$ cat src/rtl/async_sram_pkg.sv
// Shared encodings, defaults and helpers for the async SRAM controller.
package async_sram_pkg;

  localparam int unsigned N_SRAM_A_DEF     = 18;
  localparam int unsigned READ_LATENCY_DEF = 2;
  localparam int unsigned N_DQ             = 16;
  localparam int unsigned N_BUS            = 32;

  localparam logic [1:0] ST_IDLE  = 2'd0;
  localparam logic [1:0] ST_ISSUE = 2'd1;
  localparam logic [1:0] ST_WAIT  = 2'd2;

  localparam logic [1:0] SIZE_BYTE = 2'd0;
  localparam logic [1:0] SIZE_HALF = 2'd1;
  localparam logic [1:0] SIZE_WORD = 2'd2;

  // Request fields still needed after the accept cycle.
  typedef struct packed {
    logic            write;
    logic            is_word;
    logic            is_byte;
    logic [1:0]      addr_lo;
    logic [N_DQ-1:0] wdata_hi;
  } req_t;

  // Registered PHY control bundle; dq_oe is expanded to all lanes at the port.
  typedef struct packed {
    logic            ce_n;
    logic            we_n;
    logic            oe_n;
    logic [1:0]      byte_n;
    logic            dq_oe;
    logic [N_DQ-1:0] dq_out;
  } phy_t;

  localparam phy_t PHY_IDLE = '{
    ce_n:   1'b1,
    we_n:   1'b1,
    oe_n:   1'b1,
    byte_n: 2'b11,
    dq_oe:  1'b0,
    dq_out: 16'h0000
  };

  // Strobes, lane enables and write data for the first halfword phase.
  function automatic phy_t phase0_ctrl(input logic             write,
                                       input logic [1:0]       size,
                                       input logic [1:0]       addr_lo,
                                       input logic [N_BUS-1:0] wdata);
    phy_t p;
    p      = PHY_IDLE;
    p.ce_n = 1'b0;
    if (write) begin
      p.we_n  = 1'b0;
      p.dq_oe = 1'b1;
    end else begin
      p.oe_n = 1'b0;
    end
    if (size == SIZE_BYTE) p.byte_n = ~(2'b01 << addr_lo[0]);
    else                   p.byte_n = 2'b00;
    if (size[1])         p.dq_out = wdata[15:0];
    else if (addr_lo[1]) p.dq_out = wdata[31:16];
    else                 p.dq_out = wdata[15:0];
    return p;
  endfunction

  // Builds the bus read word from the final halfword and the captured low half.
  function automatic logic [N_BUS-1:0] assemble_rdata(input req_t            r,
                                                      input logic [N_DQ-1:0] hw,
                                                      input logic [N_DQ-1:0] lo);
    logic [7:0] b;
    b = r.addr_lo[0] ? hw[15:8] : hw[7:0];
    if (r.is_word)      return {hw, lo};
    else if (r.is_byte) return {4{b}};
    else                return {2{hw}};
  endfunction

endpackage

$ cat src/rtl/async_sram_rdata_pipe.sv
// Tag delay line that lines up each issued read halfword with ctrl_dq_in.
module async_sram_rdata_pipe
  import async_sram_pkg::*;
#(
  parameter int unsigned READ_LATENCY = READ_LATENCY_DEF
) (
  input  logic            clk,
  input  logic            rst,
  input  logic            push,
  input  logic            push_phase,
  input  logic [N_DQ-1:0] dq_in,
  output logic            cap_valid,
  output logic            cap_phase,
  output logic [N_DQ-1:0] lo
);

  logic [READ_LATENCY-1:0] vld_sr;
  logic [READ_LATENCY-1:0] ph_sr;

  // Tag pushed after the issue cycle reaches the tail when the data is on dq_in.
  always_ff @(posedge clk) begin
    if (rst) begin
      vld_sr <= '0;
      ph_sr  <= '0;
      lo     <= '0;
    end else begin
      vld_sr <= {vld_sr[READ_LATENCY-2:0], push};
      ph_sr  <= {ph_sr[READ_LATENCY-2:0], push_phase};
      if (vld_sr[READ_LATENCY-1] && !ph_sr[READ_LATENCY-1]) lo <= dq_in;
    end
  end

  assign cap_valid = vld_sr[READ_LATENCY-1];
  assign cap_phase = ph_sr[READ_LATENCY-1];

endmodule

$ cat src/rtl/async_sram_ctrl.sv
// Bus-side controller for a 16-bit async SRAM: splits bus requests into
// registered halfword PHY cycles and returns one response per request.
module async_sram_ctrl
  import async_sram_pkg::*;
#(
  parameter int unsigned N_SRAM_A     = N_SRAM_A_DEF,
  parameter int unsigned N_SRAM_DQ    = N_DQ,
  parameter int unsigned READ_LATENCY = READ_LATENCY_DEF
) (
  input  logic                 clk,
  input  logic                 rst,
  input  logic                 req_valid,
  output logic                 req_ready,
  input  logic                 req_write,
  input  logic [1:0]           req_size,
  input  logic [N_SRAM_A:0]    req_addr,
  input  logic [31:0]          req_wdata,
  output logic                 resp_valid,
  output logic [31:0]          resp_rdata,
  output logic [N_SRAM_A-1:0]  ctrl_addr,
  output logic [N_SRAM_DQ-1:0] ctrl_dq_out,
  output logic [N_SRAM_DQ-1:0] ctrl_dq_oe,
  input  logic [N_SRAM_DQ-1:0] ctrl_dq_in,
  output logic                 ctrl_ce_n,
  output logic                 ctrl_we_n,
  output logic                 ctrl_oe_n,
  output logic [1:0]           ctrl_byte_n
);

  logic [1:0]          state, state_d;
  logic                phase, phase_d;
  req_t                req_q, req_d;
  phy_t                phy_q, phy_d;
  logic [N_SRAM_A-1:0] addr_q, addr_d;
  logic                ready_d;
  logic                resp_valid_d;
  logic [31:0]         rdata_d;
  logic                push;
  logic                cap_valid;
  logic                cap_phase;
  logic [N_DQ-1:0]     lo_q;

  async_sram_rdata_pipe #(
    .READ_LATENCY (READ_LATENCY)
  ) u_rdata_pipe (
    .clk        (clk),
    .rst        (rst),
    .push       (push),
    .push_phase (phase),
    .dq_in      (ctrl_dq_in),
    .cap_valid  (cap_valid),
    .cap_phase  (cap_phase),
    .lo         (lo_q)
  );

  // State and every port-facing output are flops; reset drops all strobes.
  always_ff @(posedge clk) begin
    if (rst) begin
      state      <= ST_IDLE;
      phase      <= 1'b0;
      req_q      <= '0;
      phy_q      <= PHY_IDLE;
      addr_q     <= '0;
      req_ready  <= 1'b1;
      resp_valid <= 1'b0;
      resp_rdata <= '0;
    end else begin
      state      <= state_d;
      phase      <= phase_d;
      req_q      <= req_d;
      phy_q      <= phy_d;
      addr_q     <= addr_d;
      req_ready  <= ready_d;
      resp_valid <= resp_valid_d;
      resp_rdata <= rdata_d;
    end
  end

  // Next state plus the next value of each registered output.
  always_comb begin
    state_d      = state;
    phase_d      = phase;
    req_d        = req_q;
    phy_d        = PHY_IDLE;
    phy_d.dq_out = phy_q.dq_out;
    addr_d       = addr_q;
    resp_valid_d = 1'b0;
    rdata_d      = resp_rdata;
    push         = 1'b0;

    case (state)
      ST_IDLE: begin
        if (req_valid && req_ready) begin
          req_d.write    = req_write;
          req_d.is_word  = req_size[1];
          req_d.is_byte  = (req_size == SIZE_BYTE);
          req_d.addr_lo  = req_addr[1:0];
          req_d.wdata_hi = req_wdata[31:16];
          phy_d          = phase0_ctrl(req_write, req_size, req_addr[1:0], req_wdata);
          addr_d         = req_size[1] ? {req_addr[N_SRAM_A:2], 1'b0}
                                       : req_addr[N_SRAM_A:1];
          phase_d        = 1'b0;
          state_d        = ST_ISSUE;
        end
      end

      ST_ISSUE: begin
        push = !req_q.write;
        if (req_q.is_word && !phase) begin
          // Second halfword keeps the strobes and moves to the odd index.
          phase_d      = 1'b1;
          phy_d        = phy_q;
          phy_d.dq_out = req_q.wdata_hi;
          addr_d       = {addr_q[N_SRAM_A-1:1], 1'b1};
        end else if (req_q.write) begin
          state_d      = ST_IDLE;
          resp_valid_d = 1'b1;
        end else begin
          state_d = ST_WAIT;
        end
      end

      ST_WAIT: begin
        if (cap_valid && (cap_phase == req_q.is_word)) begin
          state_d      = ST_IDLE;
          resp_valid_d = 1'b1;
          rdata_d      = assemble_rdata(req_q, ctrl_dq_in, lo_q);
        end
      end

      default: state_d = ST_IDLE;
    endcase

    ready_d = (state_d == ST_IDLE);
  end

  assign ctrl_addr   = addr_q;
  assign ctrl_dq_out = phy_q.dq_out;
  assign ctrl_dq_oe  = {N_SRAM_DQ{phy_q.dq_oe}};
  assign ctrl_ce_n   = phy_q.ce_n;
  assign ctrl_we_n   = phy_q.we_n;
  assign ctrl_oe_n   = phy_q.oe_n;
  assign ctrl_byte_n = phy_q.byte_n;

endmodule

$ cat config.mk
export PLATFORM = sky130hd
export DESIGN_NAME = async_sram_ctrl
export DESIGN_NICKNAME = d
export VERILOG_FILES = /design/src/rtl/async_sram_pkg.sv /design/src/rtl/async_sram_rdata_pipe.sv /design/src/rtl/async_sram_ctrl.sv
export SDC_FILE = /design/constraint.sdc
export NUM_CORES = 1
export LEC_CHECK = 0
export BUFFER_PORTS_ARGS = -buffer_cell sky130_fd_sc_hd__buf_2
export CORE_MARGIN = 1
export CORE_UTILIZATION = 46
export DETAILED_ROUTE_END_ITERATION = 16
export GPL_TIMING_DRIVEN = 1
export PLACE_DENSITY = 0.8
export SYNTH_ARGS = -nofsm -noshare
export SYNTH_HDL_FRONTEND = slang
export SYNTH_SLANG_ARGS = --single-unit
$ cat constraint.sdc
create_clock -name clk -period 1.9 [get_ports clk]
set_clock_uncertainty 0.1 [all_clocks]
set_input_delay 0.38 -clock clk [delete_from_list [all_inputs] [get_ports clk]]
set_output_delay 0.38 -clock clk [all_outputs]
set_load 0.005 [all_outputs]
==> results.sh <==
export IMPL_status="completed"
export IMPL_fin_area_um2=6730
export IMPL_finalCritPeriodShare=0.946
export IMPL_coreArea_um2=10900
export IMPL_fmax_ghz=0.556
export IMPL_maxCapViolations=0
export IMPL_max_stage_delay_ns=0.34
export IMPL_ff2ff_setup_slack_ns=0.10
export IMPL_diodes=0
export IMPL_maxSlewHeadroom=0.548
export IMPL_cts_buffer_depth=2
export IMPL_layout_drive_gt1_share=0.338
export IMPL_cellLeakagePower_nw=3.05
export IMPL_gp_congestion=0.861
export IMPL_switchingPower_mw=2.84
export IMPL_ys_ff_latch=117
export IMPL_synth_edf_count=0
export IMPL_critical_path_cell_chain="inv_1 > ha_1 > a21bo_2 > or2_1 > a311oi_2 > nor2_1"
export IMPL_root_buffer="clkbuf_8"
export IMPL_start_kind="flip-flop"
export IMPL_ys_seq_area_frac=0.453
export IMPL_setup_viol=0
export IMPL_cts_htree_levels=4
export IMPL_synth_distinct_cells=46
export IMPL_fp_dieH_um=108
export IMPL_cp_required_ns=2.19
export IMPL_worst_r2r_path_depth=6
export IMPL_whs_endpoint="req_q[4]"
export IMPL_hpwl_mm=8.96
export IMPL_antenna_left=0
export IMPL_finalCriticalPeriod_ns=1.80
export IMPL_clk_latency_ns=0.51
export IMPL_worstPathArrival_ns=2.09
export IMPL_rsz0062_at_grt="no"
export IMPL_wl_per_cell_um=15.1
export IMPL_vdd_drop_max_mv=0.735
export IMPL_synthArstFlopShare=0
export IMPL_detail_route_iter0_violations=289
export IMPL_startpoint="state[0]"
export IMPL_dpl_worst_slack_ns=-0.00909
export IMPL_vias_per_cell=5.43
export IMPL_stdcell_count=880
export IMPL_die_area_um2=11700
export IMPL_worst_path_max_delay_cell="dfxtp_1"
export IMPL_grt_pass1_wl_mm=21.3
export IMPL_tns_ns=0
export IMPL_worstMarginPinSlew_ns=0.678
export IMPL_num_rows=38
export IMPL_synthFlopType="dfxtp_1"
export IMPL_worstPathMaxFanout=5
export IMPL_cts_tree="built"
export IMPL_grt_total_usage=0.233
export IMPL_fill_cells=872
export IMPL_p_comb_frac=0.286
export IMPL_vias=4775
export IMPL_final_nets=805
export IMPL_io_buffers=161
export IMPL_drtPass1Iterations=5
export IMPL_r2r_start="state[0]"
export IMPL_setup_worst_path_end_class="flip-flop"
export IMPL_final_max_slew_violation_count=0
export IMPL_swShare=0.322
export IMPL_path_clk_slew_ns=0.06
export IMPL_grt_remaining_overflow=0
export IMPL_place_area_um2=6000
export IMPL_numCtsBuffers=17
export IMPL_reg2reg_to="req_ready"
export IMPL_worst_path_buf_inv=1
export IMPL_setup_slack_ns=0.102
export IMPL_clkSinkCount=117
export IMPL_pwr_density_cell_nw_per_um2=1310
export IMPL_antenna_found_initial=0
export IMPL_avgSynthCellArea_um2=8.92
export IMPL_wirelength_mm=13.3
export IMPL_synthCells=580
export IMPL_syn_area_um2=5170
export IMPL_critPathKind="reg2reg"
export IMPL_grt_max_degree=50
export IMPL_crit_family="compound AO/OA/AOI/OAI gates"
export IMPL_pwr_share_clk=0.360
export IMPL_route_detailed_drc=0
export IMPL_hold_path_startpoint="req_wdata[20]"
export IMPL_yosys_warnings=0
export IMPL_hold_path_class="in2reg"
export IMPL_synth_fp_nets=658
export IMPL_p_int_mw=5.99
export IMPL_finalHoldViolCount=0
export IMPL_io_pins=162
export IMPL_placedCellCount=837
export IMPL_die_x_um=108
export IMPL_start_util=0.475
export IMPL_syn_to_final_growth_pct=30.0
export IMPL_worstHoldPathCells=3
export IMPL_grt_pass1_vias=4592
export IMPL_p_seq_frac=0.354
placed cells by master (no fill, tap or decap), types with 2 or more instances in the layout:
cell	count
mux2_4	9
mux2i_1	16
nor3b_1	18
inv_1	5
dlygate4sd3_1	9
clkinv_4	3
clkbuf_16	16
buf_4	14
o221a_1	14
nand2_1	95
o21ai_0	33
a21oi_1	71
o221a_2	2
clkinvlp_4	5
and3_1	3
and2_1	16
clkinv_2	2
a221oi_1	7
o21ai_1	9
buf_2	161
a221oi_2	9
nor3_1	2
dfxtp_1	116
inv_6	2
ha_1	5
nand3_1	6
nor2b_1	3
nor2_1	42
nand2b_1	3
o21a_1	9
mux2_2	7
buf_12	5
bufinv_16	3
worst reg2reg max path: cells and delay by family (launching register included):
family                   cells  cell delay [ns]
AO/OA/AOI/OAI                2             0.57
flip-flops                   1             0.34
AND/OR/NAND/NOR              2             0.31
adder cells (fa/ha/maj)      1             0.23
buffers and inverters        1             0.12
power by group through the flow:
stage	clock, mW	sequential [mW]	combinational, mW
finish	3.18	3.12	2.53
floorplan	0	3.15	1.57
detailed placement	0	3.15	2.34
global placement	0	3.14	2.26
CTS	3.22	3.11	2.48
global route	3.35	3.16	2.77
per-stage QoR:
step	power, mW	utilization	hold WS [ns]
finish	8.83	0.618	0.0303
global route	9.29	0.618	0.0208
global placement	5.40	0.551	0.319
detailed placement	5.50	0.551	0.327
CTS	8.81	0.616	0.00361
floorplan	4.72	-	0.314
repair_timing:
action	4_1_cts	5_1_grt
pin swaps	1	0
hold endpoints to repair	9	0
hold buffers	9	0
gates resized for setup	0	5
buffers inserted	2	0
endpoints found under the setup margin	4	9
cells by family after synthesis:
group           Yosys count  share of synthesized area
fa+ha+maj                 5                     0.0121
compound gates          163                      0.213
xor+xnor                  1                    0.00314
mux                      32                     0.0723
simple gates            196                      0.177
buf+inv                  66                     0.0699
flops                   117                      0.453
cell type report:
type | instances | area [um^2] | share of cell area
Clock buffer | 17 | 414 | 0.0616
Sequential cell | 117 | 2340 | 0.348
Multi-Input combinational cell | 397 | 2490 | 0.371
Timing Repair Buffer | 189 | 1100 | 0.164
Tap cell | 140 | 175 | 0.0260
Clock inverter | 15 | 181 | 0.0270
Inverter | 5 | 18.8 | 0.00279
per-layer routing:
metal | part of all wire | GRT usage
met1 | 0.43 | 0.285
met2 | 0.47 | 0.372
met3 | 0.064 | 0.0579
met4 | 0.036 | 0.137
met5 | 0 | 0
worst max path at each step:
stage | to | slack, ns | depth (start not counted)
finish | req_ready | 0.10 | 6
CTS | req_ready | 0.07 | 6
global placement | phase | 0.11 | 6
floorplan | ctrl_dq_out[10] | 0.05 | 9
detailed placement | ctrl_dq_out[15] | -0.009 | 6
global route | ctrl_oe_n | 0.006 | 7
flip-flops by register name, indices dropped and copies added (netlist names):
signal	count
resp_rdata	32
req_q	20
ctrl_addr	18
ctrl_dq_out	16
u_rdata_pipe.lo	16
ctrl_byte_n	2
state	2
u_rdata_pipe.ph_sr	2
u_rdata_pipe.vld_sr	2
ctrl_ce_n	1
ctrl_dq_oe	1
ctrl_oe_n	1
ctrl_we_n	1
phase	1
req_ready	1
resp_valid	1
cell usage after synthesis, types with 2 or more instances:
cell type	count	area, um^2
a21oi_1	71	355
a221oi_1	7	61.3
a221oi_2	9	135
and2_1	16	100
and3_1	3	18.8
buf_1	2	7.51
buf_2	8	40.0
buf_4	17	128
buf_6	5	56.3
clkbuf_1	27	101
clkbuf_2	2	10.0
dfxtp_1	117	2340
ha_1	5	62.6
inv_1	5	18.8
mux2_2	7	78.8
mux2_4	9	135
mux2i_1	16	160
nand2_1	95	357
nand2b_1	3	18.8
nand3_1	6	30.0
nor2_1	42	158
nor2b_1	4	25.0
nor3_1	2	10.0
nor3b_1	18	135
o21a_1	9	67.6
o21ai_0	33	165
o21ai_1	9	45.0
o221a_1	14	158
o221a_2	2	22.5
Note: power is estimated with default switching activity, not from simulation.
